### config.mk
export PLATFORM = sky130hd
export DESIGN_NAME = dlx_issue_ctrl
export DESIGN_NICKNAME = d
export VERILOG_FILES = /design/src/rtl/dlx_pkg.sv /design/src/rtl/dlx_imm_ext.sv /design/src/rtl/dlx_issue_ctrl.sv
export SDC_FILE = /design/constraint.sdc
export NUM_CORES = 1
export LEC_CHECK = 0
export CORE_ASPECT_RATIO = 0.8
export CORE_UTILIZATION = 32
export CTS_CLUSTER_DIAMETER = 30
export DETAILED_ROUTE_END_ITERATION = 8
export DONT_BUFFER_PORTS = 1
export SLEW_MARGIN = 20
export SYNTH_ARGS = -nofsm -noshare
export SYNTH_HDL_FRONTEND = slang
export SYNTH_HIERARCHICAL = 1
export SYNTH_SLANG_ARGS = --single-unit
### constraint.sdc
create_clock -name clk -period 2.4 [get_ports clk]
set_input_delay 0.72 -clock clk [delete_from_list [all_inputs] [get_ports clk]]
set_output_delay 0.72 -clock clk [all_outputs]
set_load 0.02 [all_outputs]
### src/rtl/dlx_pkg.sv
// Shared types, opcode constants and instruction field accessors for the DLX execute command path.
package dlx_pkg;

    localparam int unsigned INSTR_WIDTH    = 32;
    localparam int unsigned REG_ADDR_WIDTH = 4;
    localparam int unsigned OPSEL_WIDTH    = 3;
    localparam int unsigned OP_WIDTH       = 3;

    typedef enum logic [1:0] {
        IDLE  = 2'd0,
        ISSUE = 2'd1,
        CAPT  = 2'd2,
        WB    = 2'd3
    } state_e;

    // ALU class select
    localparam logic [OPSEL_WIDTH-1:0] SHLEFTLOG   = 3'b000;
    localparam logic [OPSEL_WIDTH-1:0] SHLEFTART   = 3'b001;
    localparam logic [OPSEL_WIDTH-1:0] SHRGHTLOG   = 3'b010;
    localparam logic [OPSEL_WIDTH-1:0] SHRGHTART   = 3'b011;
    localparam logic [OPSEL_WIDTH-1:0] ARITH_LOGIC = 3'b100;
    localparam logic [OPSEL_WIDTH-1:0] MEM_READ    = 3'b101;

    // ARITH_LOGIC operations
    localparam logic [OP_WIDTH-1:0] ADD  = 3'b000;
    localparam logic [OP_WIDTH-1:0] HADD = 3'b001;
    localparam logic [OP_WIDTH-1:0] SUB  = 3'b010;
    localparam logic [OP_WIDTH-1:0] NOT  = 3'b011;
    localparam logic [OP_WIDTH-1:0] AND  = 3'b100;
    localparam logic [OP_WIDTH-1:0] OR   = 3'b101;
    localparam logic [OP_WIDTH-1:0] XOR  = 3'b110;
    localparam logic [OP_WIDTH-1:0] LHG  = 3'b111;

    // MEM_READ operations
    localparam logic [OP_WIDTH-1:0] LOADBYTE  = 3'b000;
    localparam logic [OP_WIDTH-1:0] LOADHALF  = 3'b001;
    localparam logic [OP_WIDTH-1:0] LOADWORD  = 3'b011;
    localparam logic [OP_WIDTH-1:0] LOADBYTEU = 3'b100;
    localparam logic [OP_WIDTH-1:0] LOADHALFU = 3'b101;

    function automatic logic instr_imm_sel(input logic [INSTR_WIDTH-1:0] ins);
        return ins[31];
    endfunction

    function automatic logic [OPSEL_WIDTH-1:0] instr_opsel(input logic [INSTR_WIDTH-1:0] ins);
        return ins[30:28];
    endfunction

    function automatic logic [OP_WIDTH-1:0] instr_op(input logic [INSTR_WIDTH-1:0] ins);
        return ins[27:25];
    endfunction

    function automatic logic [REG_ADDR_WIDTH-1:0] instr_rd(input logic [INSTR_WIDTH-1:0] ins);
        return ins[24:21];
    endfunction

    function automatic logic [REG_ADDR_WIDTH-1:0] instr_rs1(input logic [INSTR_WIDTH-1:0] ins);
        return ins[20:17];
    endfunction

    function automatic logic [REG_ADDR_WIDTH-1:0] instr_rs2(input logic [INSTR_WIDTH-1:0] ins);
        return ins[15:12];
    endfunction

endpackage

### src/rtl/dlx_imm_ext.sv
// Immediate extender: zero-extends for logical ops and unsigned loads, sign-extends otherwise.
module dlx_imm_ext
    import dlx_pkg::*;
#(
    parameter int unsigned REGISTER_WIDTH  = 32,
    parameter int unsigned IMMEDIATE_WIDTH = 16
) (
    input  logic [OPSEL_WIDTH-1:0]     opsel,
    input  logic [OP_WIDTH-1:0]        op,
    input  logic [IMMEDIATE_WIDTH-1:0] imm,
    output logic [REGISTER_WIDTH-1:0]  ext_c
);

    localparam int unsigned PAD_WIDTH = REGISTER_WIDTH - IMMEDIATE_WIDTH;

    logic zero_ext;

    always_comb begin
        zero_ext = ((opsel == ARITH_LOGIC) && (op inside {AND, OR, XOR, LHG}))
                || ((opsel == MEM_READ) && (op inside {LOADBYTEU, LOADHALFU}));
        if (zero_ext) begin
            ext_c = {{PAD_WIDTH{1'b0}}, imm};
        end else begin
            ext_c = {{PAD_WIDTH{imm[IMMEDIATE_WIDTH-1]}}, imm};
        end
    end

endmodule

### src/rtl/dlx_issue_ctrl.sv
// DLX execute command path: accept one instruction, drive the ALU for one cycle, capture and write back.
// Optional sticky carry flag (carry_flag / carry_flag_clr) when DLX_STICKY_CARRY_EN is defined.
module dlx_issue_ctrl
    import dlx_pkg::*;
#(
    parameter int unsigned REGISTER_WIDTH  = 32,
    parameter int unsigned IMMEDIATE_WIDTH = 16
) (
    input  logic                       clk,
    input  logic                       rst,
    input  logic                       instr_valid,
    output logic                       instr_ready,
    input  logic [INSTR_WIDTH-1:0]     instr,
    output logic [REG_ADDR_WIDTH-1:0]  rf_raddr1,
    output logic [REG_ADDR_WIDTH-1:0]  rf_raddr2,
    input  logic [REGISTER_WIDTH-1:0]  rf_rdata1,
    input  logic [REGISTER_WIDTH-1:0]  rf_rdata2,
    output logic                       enable_arith,
    output logic                       enable_shift,
    output logic [OPSEL_WIDTH-1:0]     opselect,
    output logic [OP_WIDTH-1:0]        operation,
    output logic [REGISTER_WIDTH-1:0]  aluin1,
    output logic [REGISTER_WIDTH-1:0]  aluin2,
    input  logic [REGISTER_WIDTH-1:0]  aluout,
    input  logic                       carry,
    output logic                       wb_valid,
    input  logic                       wb_ready,
    output logic                       wb_we,
    output logic [REG_ADDR_WIDTH-1:0]  wb_addr,
    output logic [REGISTER_WIDTH-1:0]  wb_data,
    output logic                       wb_carry,
    output logic                       wb_err
`ifdef DLX_STICKY_CARRY_EN
    ,
    output logic                       carry_flag,
    input  logic                       carry_flag_clr
`endif
);

    state_e                       state;
    logic [OPSEL_WIDTH-1:0]       opsel_f;
    logic [OP_WIDTH-1:0]          op_f;
    logic [IMMEDIATE_WIDTH-1:0]   imm_f;
    logic [REGISTER_WIDTH-1:0]    imm_ext_c;
    logic                         accept;
    logic                         is_illegal;
    logic                         is_shift;
    logic                         unused_instr_bit;

    assign rf_raddr1        = instr_rs1(instr);
    assign rf_raddr2        = instr_rs2(instr);
    assign opsel_f          = instr_opsel(instr);
    assign op_f             = instr_op(instr);
    assign imm_f            = instr[IMMEDIATE_WIDTH-1:0];
    assign accept           = instr_valid && instr_ready;
    assign is_illegal       = (opsel_f[2:1] == 2'b11);
    assign is_shift         = !opsel_f[2];
    assign unused_instr_bit = instr[16];

    dlx_imm_ext #(
        .REGISTER_WIDTH  (REGISTER_WIDTH),
        .IMMEDIATE_WIDTH (IMMEDIATE_WIDTH)
    ) u_imm_ext (
        .opsel (opsel_f),
        .op    (op_f),
        .imm   (imm_f),
        .ext_c (imm_ext_c)
    );

    // Issue FSM; illegal class skips the ALU and reports the error straight away.
    always_ff @(posedge clk or negedge rst) begin
        if (!rst) begin
            state        <= IDLE;
            instr_ready  <= 1'b1;
            enable_arith <= 1'b0;
            enable_shift <= 1'b0;
            opselect     <= '0;
            operation    <= '0;
            aluin1       <= '0;
            aluin2       <= '0;
            wb_valid     <= 1'b0;
            wb_we        <= 1'b0;
            wb_addr      <= '0;
            wb_data      <= '0;
            wb_carry     <= 1'b0;
            wb_err       <= 1'b0;
        end else begin
            case (state)
                IDLE: begin
                    if (accept) begin
                        instr_ready <= 1'b0;
                        wb_addr     <= instr_rd(instr);
                        if (is_illegal) begin
                            wb_valid <= 1'b1;
                            wb_err   <= 1'b1;
                            wb_we    <= 1'b0;
                            wb_data  <= '0;
                            wb_carry <= 1'b0;
                            state    <= WB;
                        end else begin
                            opselect <= opsel_f;
                            aluin1   <= rf_rdata1;
                            if (is_shift) begin
                                enable_shift <= 1'b1;
                                operation    <= imm_f[OP_WIDTH-1:0];
                                aluin2       <= '0;
                            end else begin
                                enable_arith <= 1'b1;
                                operation    <= op_f;
                                aluin2       <= instr_imm_sel(instr) ? imm_ext_c : rf_rdata2;
                            end
                            state <= ISSUE;
                        end
                    end
                end
                ISSUE: begin
                    enable_arith <= 1'b0;
                    enable_shift <= 1'b0;
                    state        <= CAPT;
                end
                CAPT: begin
                    wb_data  <= aluout;
                    wb_carry <= carry;
                    wb_err   <= 1'b0;
                    wb_we    <= (wb_addr != '0);
                    wb_valid <= 1'b1;
                    state    <= WB;
                end
                WB: begin
                    if (wb_ready) begin
                        wb_valid    <= 1'b0;
                        instr_ready <= 1'b1;
                        state       <= IDLE;
                    end
                end
                default: state <= IDLE;
            endcase
        end
    end

`ifdef DLX_STICKY_CARRY_EN
    logic arith_used;

    // Remembers whether the in-flight op went through the arithmetic enable.
    always_ff @(posedge clk or negedge rst) begin
        if (!rst) begin
            arith_used <= 1'b0;
        end else if ((state == IDLE) && accept) begin
            arith_used <= !is_shift && !is_illegal;
        end
    end

    always_ff @(posedge clk or negedge rst) begin
        if (!rst) begin
            carry_flag <= 1'b0;
        end else if (carry_flag_clr) begin
            carry_flag <= 1'b0;
        end else if ((state == CAPT) && arith_used && carry) begin
            carry_flag <= 1'b1;
        end
    end
`endif

endmodule

==> results of run 1 <==
[metal layers]
metal	vias to the layer above	GRT usage (%)	share of wire, %
met1	1552	15.2	40
li1	1419	-	-
met5	-	0	0
met2	149	21.7	49
met3	10	6.57	9.5
met4	0	5.05	1.2
[area by class of cell]
| type | count | area [um2] |
|---|---|---|
| clock buffer | 20 | 457 |
| clock inverter | 12 | 203 |
| fill | 1614 | 10700 |
| inverter | 41 | 154 |
| multi-input combinational | 226 | 2100 |
| sequential | 115 | 2880 |
| tap | 220 | 275 |
| timing repair buffer | 7 | 77.6 |
[cell usage in the layout (no fill, tap or decap), types with 2 or more instances in the layout]
master / count
a21boi_0: 2
a21oi_1: 5
and2_1: 2
buf_12: 2
buf_4: 5
bufinv_16: 5
clkbuf_16: 17
clkbuf_8: 2
clkinv_2: 2
clkinv_4: 3
dfrtp_1: 114
ha_1: 6
inv_1: 41
mux2_1: 4
mux2_2: 33
mux2i_1: 72
nand2_1: 36
nand4_1: 2
nor2_1: 4
o21ai_0: 8
o2bb2ai_1: 4
o2bb2ai_2: 29
[state kept, by name, indices dropped and copies added, names as in the netlist]
signal	cells
aluin2	32
wb_we	1
wb_err	1
opselect	3
aluin1	32
wb_data	32
wb_addr	4
state	2
enable_arith	1
instr_ready	1
wb_carry	1
enable_shift	1
wb_valid	1
operation	3
[per-stage QoR]
step	total power [mW]	worst slack, ps
6_report	8.90	273
3_5_place_dp	6.18	253
2_1_floorplan	5.72	577
3_3_place_gp	6.04	355
5_1_grt	9.39	117
4_1_cts	9.05	247
[worst max-delay path by stage]
| stage | endpoint | slack [ps] |
|---|---|---|
| global placement | aluin2[19] | 360 |
| CTS | wb_data[1] | 250 |
| detailed placement | wb_data[1] | 250 |
| finish | aluin2[21] | 270 |
| floorplan | aluin1[13] | 580 |
| global route | wb_data[1] | 120 |
[power groups by stage]
stage	logic, mW	registers [mW]	clock network [mW]
finish	1.90	4.19	2.80
global route	2.11	4.30	2.98
CTS	1.95	4.21	2.89
detailed placement	1.95	4.23	0
global placement	1.82	4.22	0
floorplan	1.74	3.99	0
[logic make-up after synthesis]
group / after synthesis / share of synthesized area (%)
AO/OA/AOI/OAI: 57 / 11.1
adder cells (fa/ha/maj): 6 / 1.34
flip-flops: 115 / 51.2
multiplexers: 109 / 20.2
buffers and inverters: 108 / 11.5
AND/OR/NAND/NOR: 54 / 4.59
[cells in the mapped netlist, types with 2 or more instances]
master,n
inv_1,41
a21o_1,2
a21oi_1,5
and2_1,2
buf_4,44
buf_6,9
o2bb2ai_1,4
nand2_1,36
clkbuf_1,7
a21boi_0,2
o2bb2ai_2,29
dfrtp_1,114
ha_1,6
o21ai_0,8
nand4_1,2
mux2_2,33
buf_2,7
mux2_1,4
nor2_1,4
mux2i_1,72
==> metrics.txt, run 1 <==
Static Leak=2.86 nW; number of distinct library cells after synthesis=38; NetSw=about 3.3 mW; type of origin of the critical path=flop; CTS tree=yes; synthesized area=5620 um2; critical path class=reg2reg; Max clock buf depth=2; Hold Path Class=in2async; setup bufs post-CTS=0; Worst Setup End Kind=flop; DRT Pass-1 Iters=4; diodes inserted=0; Sw Share=37.4%; vias per cell=4.88; WP depth=6; Achievable Freq=470 MHz; Clock H-tree levels=4; Mapped Nets=588; status=finished clean; Inserted Clock Buffers=17; placed cell count=~610; CP Launch Point=state[0]; Slowest-stage cell, CP=or3b_2; dpl cell area=5480 um2; Ports=254; vias in the first global route=3,386; crit-path cells=inv_1 > ha_1 > nand3_2 > or3b_2 > buf_4 > o2bb2ai_1; Seq pwr share=about 47%; via count=3,130; Arr. time, crit path=2450 ps; final hold vios=0; worst path bufs/invs=2; pin count of the biggest net entering global routing=between 100 and 150; port bufs=0; Pint=5.57 mW; post-synth top area share=between 50 and 60%; R2R depth=6; fin crit share=about nine tenths; sequential share of the synthesized area=51.2%; PD cells=1450 nW/um2; Synth warnings=6; total gr overflow=0; Die Width=150 um; GPL Wtd Cong=between 0.7 and 0.8; die extent in y=121 um; cts repair resizes=0; Post-Route WL=11.8 mm; Max stage delay on crit path=between 500 and 600 ps; layout cells sized above 1=25.2%; relative slew slack=31.2%; reg-to-reg startpoint=state[0]; Post-synth top flop=dfrtp_1; initial core utilization=33.3%; Post-DRT Antenna Nets=0; fin area=around 6100 um2; Worst Max-Slew Pin Slew=between 1000 and 1500 ps; Residual DRC=0; core area=16,900 um2; post-layout util=36.4%; CTS root buf=clkbuf_16; CP max FO=32; initial antenna violation count=0; FF-to-FF setup slack=270 ps; Final Instance Count excl. Fillers=641; Die ar.=18,100 um2; Mapped Cells=449; Final setup viols=0; max-cap violations=0; fin nets=approximately 550; #FFs+latches synth=115; largest cells by area after synthesis=dfrtp_1 (51%), mux2i_1 (13%), o2bb2ai_2 (7.7%); setup TNS=0 ps; final max-slew violation count=0; Synth area leader=dfrtp_1; post-DR wirelength/cell=roughly 18 um; worst skew pair latency=400 ps; WHS=4.88 ps; CP required=2720 ps; Post-synth ARST share=100%; RR Endpoint=aluin2[21]; RSZ-0062 raised after global routing=no; Max Clock Skew=8.13 ps; CP top delay family=simple AND/OR/NAND/NOR gates; num rows=42; clock share of power=a little under a third; first-pass GRT wire length=18.1 mm; minimum clock period=around 2100 ps; Worst-path clk slew=roughly 50 ps; GRT Overall Usage=13.4%; Gate power share=21.4%; Mean Syn Cell Area=12.5 um2; EDFF count, synth=0; 1st-iter DRT viols=roughly 120; synth-to-layout area growth=9.26%; worst vdd rail ir drop=0.551 mV; clk sink count=around 120; Detail Placement HPWL=~8.4 mm
Power figures use the tool's default switching activity.
==> run 2: changes to the inputs <==
Settings changed: CORE_UTILIZATION 32 to 37.
==> run 2 against run 1 <==
Compared with the run above:
- utilization grew 4.8 points
- final area shrank 2.5%
- fmax shrank 0.37%
- global-route usage grew 1.4 points
- critical path depth shrank 2
- via count shrank 0.13%
- register-to-register slack is essentially flat
- combinational power shrank 2%
- clock power shrank 16%
==> metrics.txt, run 2 (synthesized netlist as in run 1, its figures left out) <==
status=finished clean; GR peak layer=met2; fin nets=546 (-0.18%); Post-DRT Antenna Nets=0 (unchanged); GRT Overall Usage=14.8% (+1.4 points); met1 GRT Util=16.1% (+0.88 points); initial antenna violation count=0 (unchanged); vias in the first global route=3,241 (-4.3%); CP required=2720 ps (about the same); Final setup viols=0 (unchanged); worst vdd rail ir drop=0.657 mV (+19%); Clock H-tree levels=4 (unchanged); minimum clock period=2130 ps (+7.99 ps); CP Launch Point=state[0]; initial core utilization=38.7% (+5.3 points); Max clock buf depth=2 (unchanged); fin crit share=89.0% (+0.33 points); pin count of the biggest net entering global routing=116 (unchanged); WHS=5.05 ps (+0.170 ps); biggest regs=aluin1 x32, aluin2 x32, wb_data x32; port bufs=0 (unchanged); Detail Placement HPWL=7.86 mm (-6.3%); CTS tree=yes; fin area=5990 um2 (-2.5%); reg-to-reg startpoint=state[0]; CTS root buf=clkbuf_16; Die Width=140 um (-6.9%); synth-to-layout area growth=6.52%; Worst Setup End Kind=flop; placed cell count=572 (-6.1%); clk sink count=115 (unchanged); filler cell count=1,388 (-14%); DRT Pass-1 Iters=4 (unchanged); layout cells sized above 1=24.5% (-0.65 points); overall power=8.38 mW (-5.8%); RSZ-0062 raised after global routing=no; setup TNS=0 ps (unchanged); final worst setup slack=265 ps (-7.99 ps); post-DR wirelength/cell=18.6 um (+0.82%); Ports=254 (unchanged); 1st-iter DRT viols=119 (unchanged); Static Leak=2.80 nW (-2.1%); final max-slew violation count=0 (unchanged); max-cap violations=0 (unchanged); setup bufs post-CTS=0 (unchanged); cts repair resizes=0 (unchanged); Residual DRC=0 (unchanged); Achievable Freq=468 MHz (-0.37%); dpl cell area=5430 um2 (-0.96%); first-pass GRT wire length=17.5 mm (-3.4%); type of origin of the critical path=flop; dpl ws=226 ps (-27.0 ps); post-layout util=41.2% (+4.8 points); CP max FO=35 (+9.4%); total gr overflow=0 (unchanged); Die ar.=15,700 um2 (-13%); Hold Path Class=in2async; Max Clock Skew=4.88 ps (-3.25 ps); Final Instance Count excl. Fillers=604 (-5.8%); via count=3,126 (-0.13%); diodes inserted=0 (unchanged); num rows=39 (-7.1%); leading cell type in the layout, fill and taps excluded=dfrtp_1; relative slew slack=33.1% (+1.9 points); PD cells=1400 nW/um2 (-3.4%); Inserted Clock Buffers=17 (unchanged); Worst Max-Slew Pin Slew=1000 ps (-28.1 ps); vias per cell=5.18 (+6.0%); core area=14,500 um2 (-14%); Worst-path clk slew=50 ps (about the same); final hold vios=0 (unchanged); M2 GR Usage=24.1% (+2.4 points); critical path class=reg2reg; most frequent cells in the layout=dfrtp_1 (114), mux2i_1 (72), inv_1 (41), nand2_1 (36), mux2_2 (33); Arr. time, crit path=2450 ps (about the same); Post-Route WL=11.3 mm (-5.0%); GR Util met3=8.96% (+2.4 points); FF-to-FF setup slack=270 ps (about the same); die extent in y=112 um (-6.9%); GPL Wtd Cong=0.740 (+1.8%); worst skew pair latency=400 ps (about the same)
-- run 2: layer usage --
metal	up-vias	part of all wire, %	wire length, um
li1	1407	-	-
met4	0	1.0	114
met3	9	12	1340
met5	-	0	0
met2	160	48	5370
met1	1550	39	4420
-- run 2: layout make-up --
cell class,instances,area (um2),share of cell area [%]
Multi-Input combinational cell,226,2100,35.0
Sequential cell,115,2880,48.1
Timing Repair Buffer,6,70.1,1.17
Clock inverter,9,80.1,1.34
Clock buffer,23,478,7.98
Inverter,41,154,2.57
Tap cell,184,230,3.85
-- run 2: critical path, stage by stage, from the launching register on --
cell and delay [ps]:
dfrtp_1 400, inv_1 170, ha_1 330, a21o_2 840, mux2i_1 290
-- run 2: worst paths after layout --
| path | depth (start not counted) | to |
|---|---|---|
| setup / recovery | 4 | wb_data[14] |
| hold / removal | 0 | aluin1[23] |
| setup reg to reg | 4 | wb_data[14] |
| hold reg to reg | 1 | aluin2[19] |
| max in group asynchronous | 0 | instr_ready |
| min in group clk | 2 | wb_data[16] |
-- run 2: power breakdown --
group          leakage, nW  switching, mW  internal [mW]
combinational         1.03          0.881          0.977
sequential            1.51           1.50           2.68
clock                0.265          0.851           1.49
total                 2.80           3.23           5.15
==> run 3: changes to the inputs <==
Settings changed: BUFFER_PORTS_ARGS from default to -buffer_cell sky130_fd_sc_hd__buf_2, DONT_BUFFER_PORTS 1 to default, PLACE_DENSITY from default to 0.65.
==> run 3 against run 2 <==
Compared with the run above:
- critical path depth increased by 2
- critical path type unchanged
- first-iteration DRC count decreased by 0.84%
- clock skew increased by 1.8 ps
==> metrics.txt, run 3 (synthesized netlist as in run 1, its figures left out) <==
status=finished clean; worst path bufs/invs=2 (+1); Ports=254 (unchanged); leading cell type in the layout, fill and taps excluded=buf_2; worst vdd rail ir drop=0.790 mV (+20%); hold buffers post-CTS=0; Worst-path clk slew=50 ps (about the same); Final Instance Count excl. Fillers=853 (+41%); CTS root buf=clkbuf_16; final hold vios=0 (unchanged); filler cell count=1,287 (-7.3%); met1 GRT Util=20.2% (+4.1 points); Post-DRT Antenna Nets=0 (unchanged); WHS=292 ps (+287 ps); 1st-iter DRT viols=118 (-0.84%); Achievable Freq=507 MHz (+8.2%); via count=4,006 (+28%); num rows=39 (unchanged); dpl cell area=6740 um2 (+24%); first-pass GRT wire length=21.1 mm (+20%); critical path class=reg2reg; GRT Overall Usage=17.3% (+2.5 points); CP top delay family=simple AND/OR/NAND/NOR gates; synth-to-layout area growth=30.7%; Clock H-tree levels=4 (unchanged); Die Width=140 um (unchanged); CP max FO=32 (-8.6%); Die ar.=15,700 um2 (unchanged); setup TNS=0 ps (unchanged); CP required=2730 ps (about the same); setup bufs post-CTS=0 (unchanged); crit-path cells=inv_1 > ha_1 > nand3_2 > or3b_2 > buf_12 > o2bb2ai_1; PD cells=1280 nW/um2 (-8.5%); CTS tree=yes; Max Clock Skew=6.65 ps (+1.77 ps); most frequent cells in the layout=buf_2 (243), dfrtp_1 (114), mux2i_1 (72), inv_1 (41), nand2_1 (36); Worst Setup End Kind=flop; RSZ-0062 raised after global routing=no; fin crit share=82.2% (-6.7 points); minimum clock period=1970 ps (-162 ps); diodes inserted=0 (unchanged); initial core utilization=38.7% (unchanged); placed cell count=823 (+44%); port bufs=244 (+244); GR peak layer=met2; DRT Pass-1 Iters=4 (unchanged); total gr overflow=0 (unchanged); clk sink count=115 (unchanged); Residual DRC=0 (unchanged); Detail Placement HPWL=9.63 mm (+23%); Final setup viols=0 (unchanged); final max-slew violation count=0 (unchanged); fin nets=797 (+46%); GR Util met3=6.19% (-2.8 points); Slowest-stage cell, CP=or3b_2; Max stage delay on crit path=550 ps (-290 ps); biggest regs=aluin1 x32, aluin2 x32, wb_data x32; fin area=7350 um2 (+23%); pin count of the biggest net entering global routing=45 (-61%); post-layout util=50.5% (+9.4 points); Arr. time, crit path=2300 ps (-150 ps); Worst Max-Slew Pin Slew=572 ps (-432 ps); Hold Path Class=in2async; worst skew pair latency=410 ps (about the same); GPL Wtd Cong=0.728 (-1.6%); Static Leak=3.97 nW (+41%); relative slew slack=61.9% (+29 points); vias in the first global route=4,248 (+31%); max-cap violations=0 (unchanged); post-DR wirelength/cell=15.1 um (-19%); type of origin of the critical path=flop; cts repair resizes=0 (unchanged); vias per cell=4.70 (-9.3%); die extent in y=112 um (unchanged); core area=14,500 um2 (unchanged); Max clock buf depth=2 (unchanged); Inserted Clock Buffers=17 (unchanged); M2 GR Usage=28.8% (+4.8 points); layout cells sized above 1=52.5% (+28 points); Post-Route WL=12.8 mm (+14%); initial antenna violation count=0 (unchanged)
[run 3: cell count changes in the layout (fill, tap and decap cells not counted)]
cell / previous run / this run
buf_2: 0 / 243
clkbuf_1: 3 / 4
buf_4: 4 / 9
buf_12: 2 / 5
clkinvlp_4: 4 / 0
bufinv_16: 1 / 3
clkinv_2: 4 / 1
clkbuf_8: 3 / 5
[run 3: stage by stage]
step           total power [mW]  setup WS, ps
5_1_grt                    10.0           323
4_1_cts                    9.57           415
3_3_place_gp               6.81           151
3_5_place_dp               6.96          96.1
2_1_floorplan              5.72           577
6_report                   9.42           427
[run 3: worst paths after layout]
path                                from         end  slack [ps]  depth (start not counted)
worst max-delay path            state[0]  aluin2[21]         430                          6
worst min-delay path                 rst  aluin1[30]         290                          1
worst max register to register  state[0]  aluin2[21]         430                          6
worst min register to register     wb_we       wb_we         470                          1
max in group asynchronous            rst  aluin1[20]        1460                          2
min in group clk                   wb_we       wb_we         470                          1
[run 3: layout make-up]
cell class                      count  area (um2)  share of cell area [%]
Clock buffer                       26         509                    6.93
Clock inverter                      4        95.1                    1.29
Inverter                           41         154                    2.09
Multi-Input combinational cell    226        2100                    28.5
Sequential cell                   115        2880                    39.2
Tap cell                          184         230                    3.13
Timing Repair Buffer              257        1380                    18.8
[run 3: power breakdown]
group | switching [mW] | total, mW | internal (mW)
Clock | 0.801 | 2.56 | 1.76
Combinational | 2.20 | 3.74 | 1.54
Sequential | 0.431 | 3.12 | 2.69
[run 3: metal layers]
metal	share of wire, %	routed length (um)	up-vias
met5	0	0	-
met4	1.6	201	0
met3	7.6	976	21
met2	49	6270	161
met1	42	5400	1910
li1	-	-	1914
[run 3: worst reg2reg max path, cell delays in order (launching register included)]
cell	delay, ps
dfrtp_1	400
inv_1	150
ha_1	210
nand3_2	190
or3b_2	550
buf_12	210
o2bb2ai_1	190
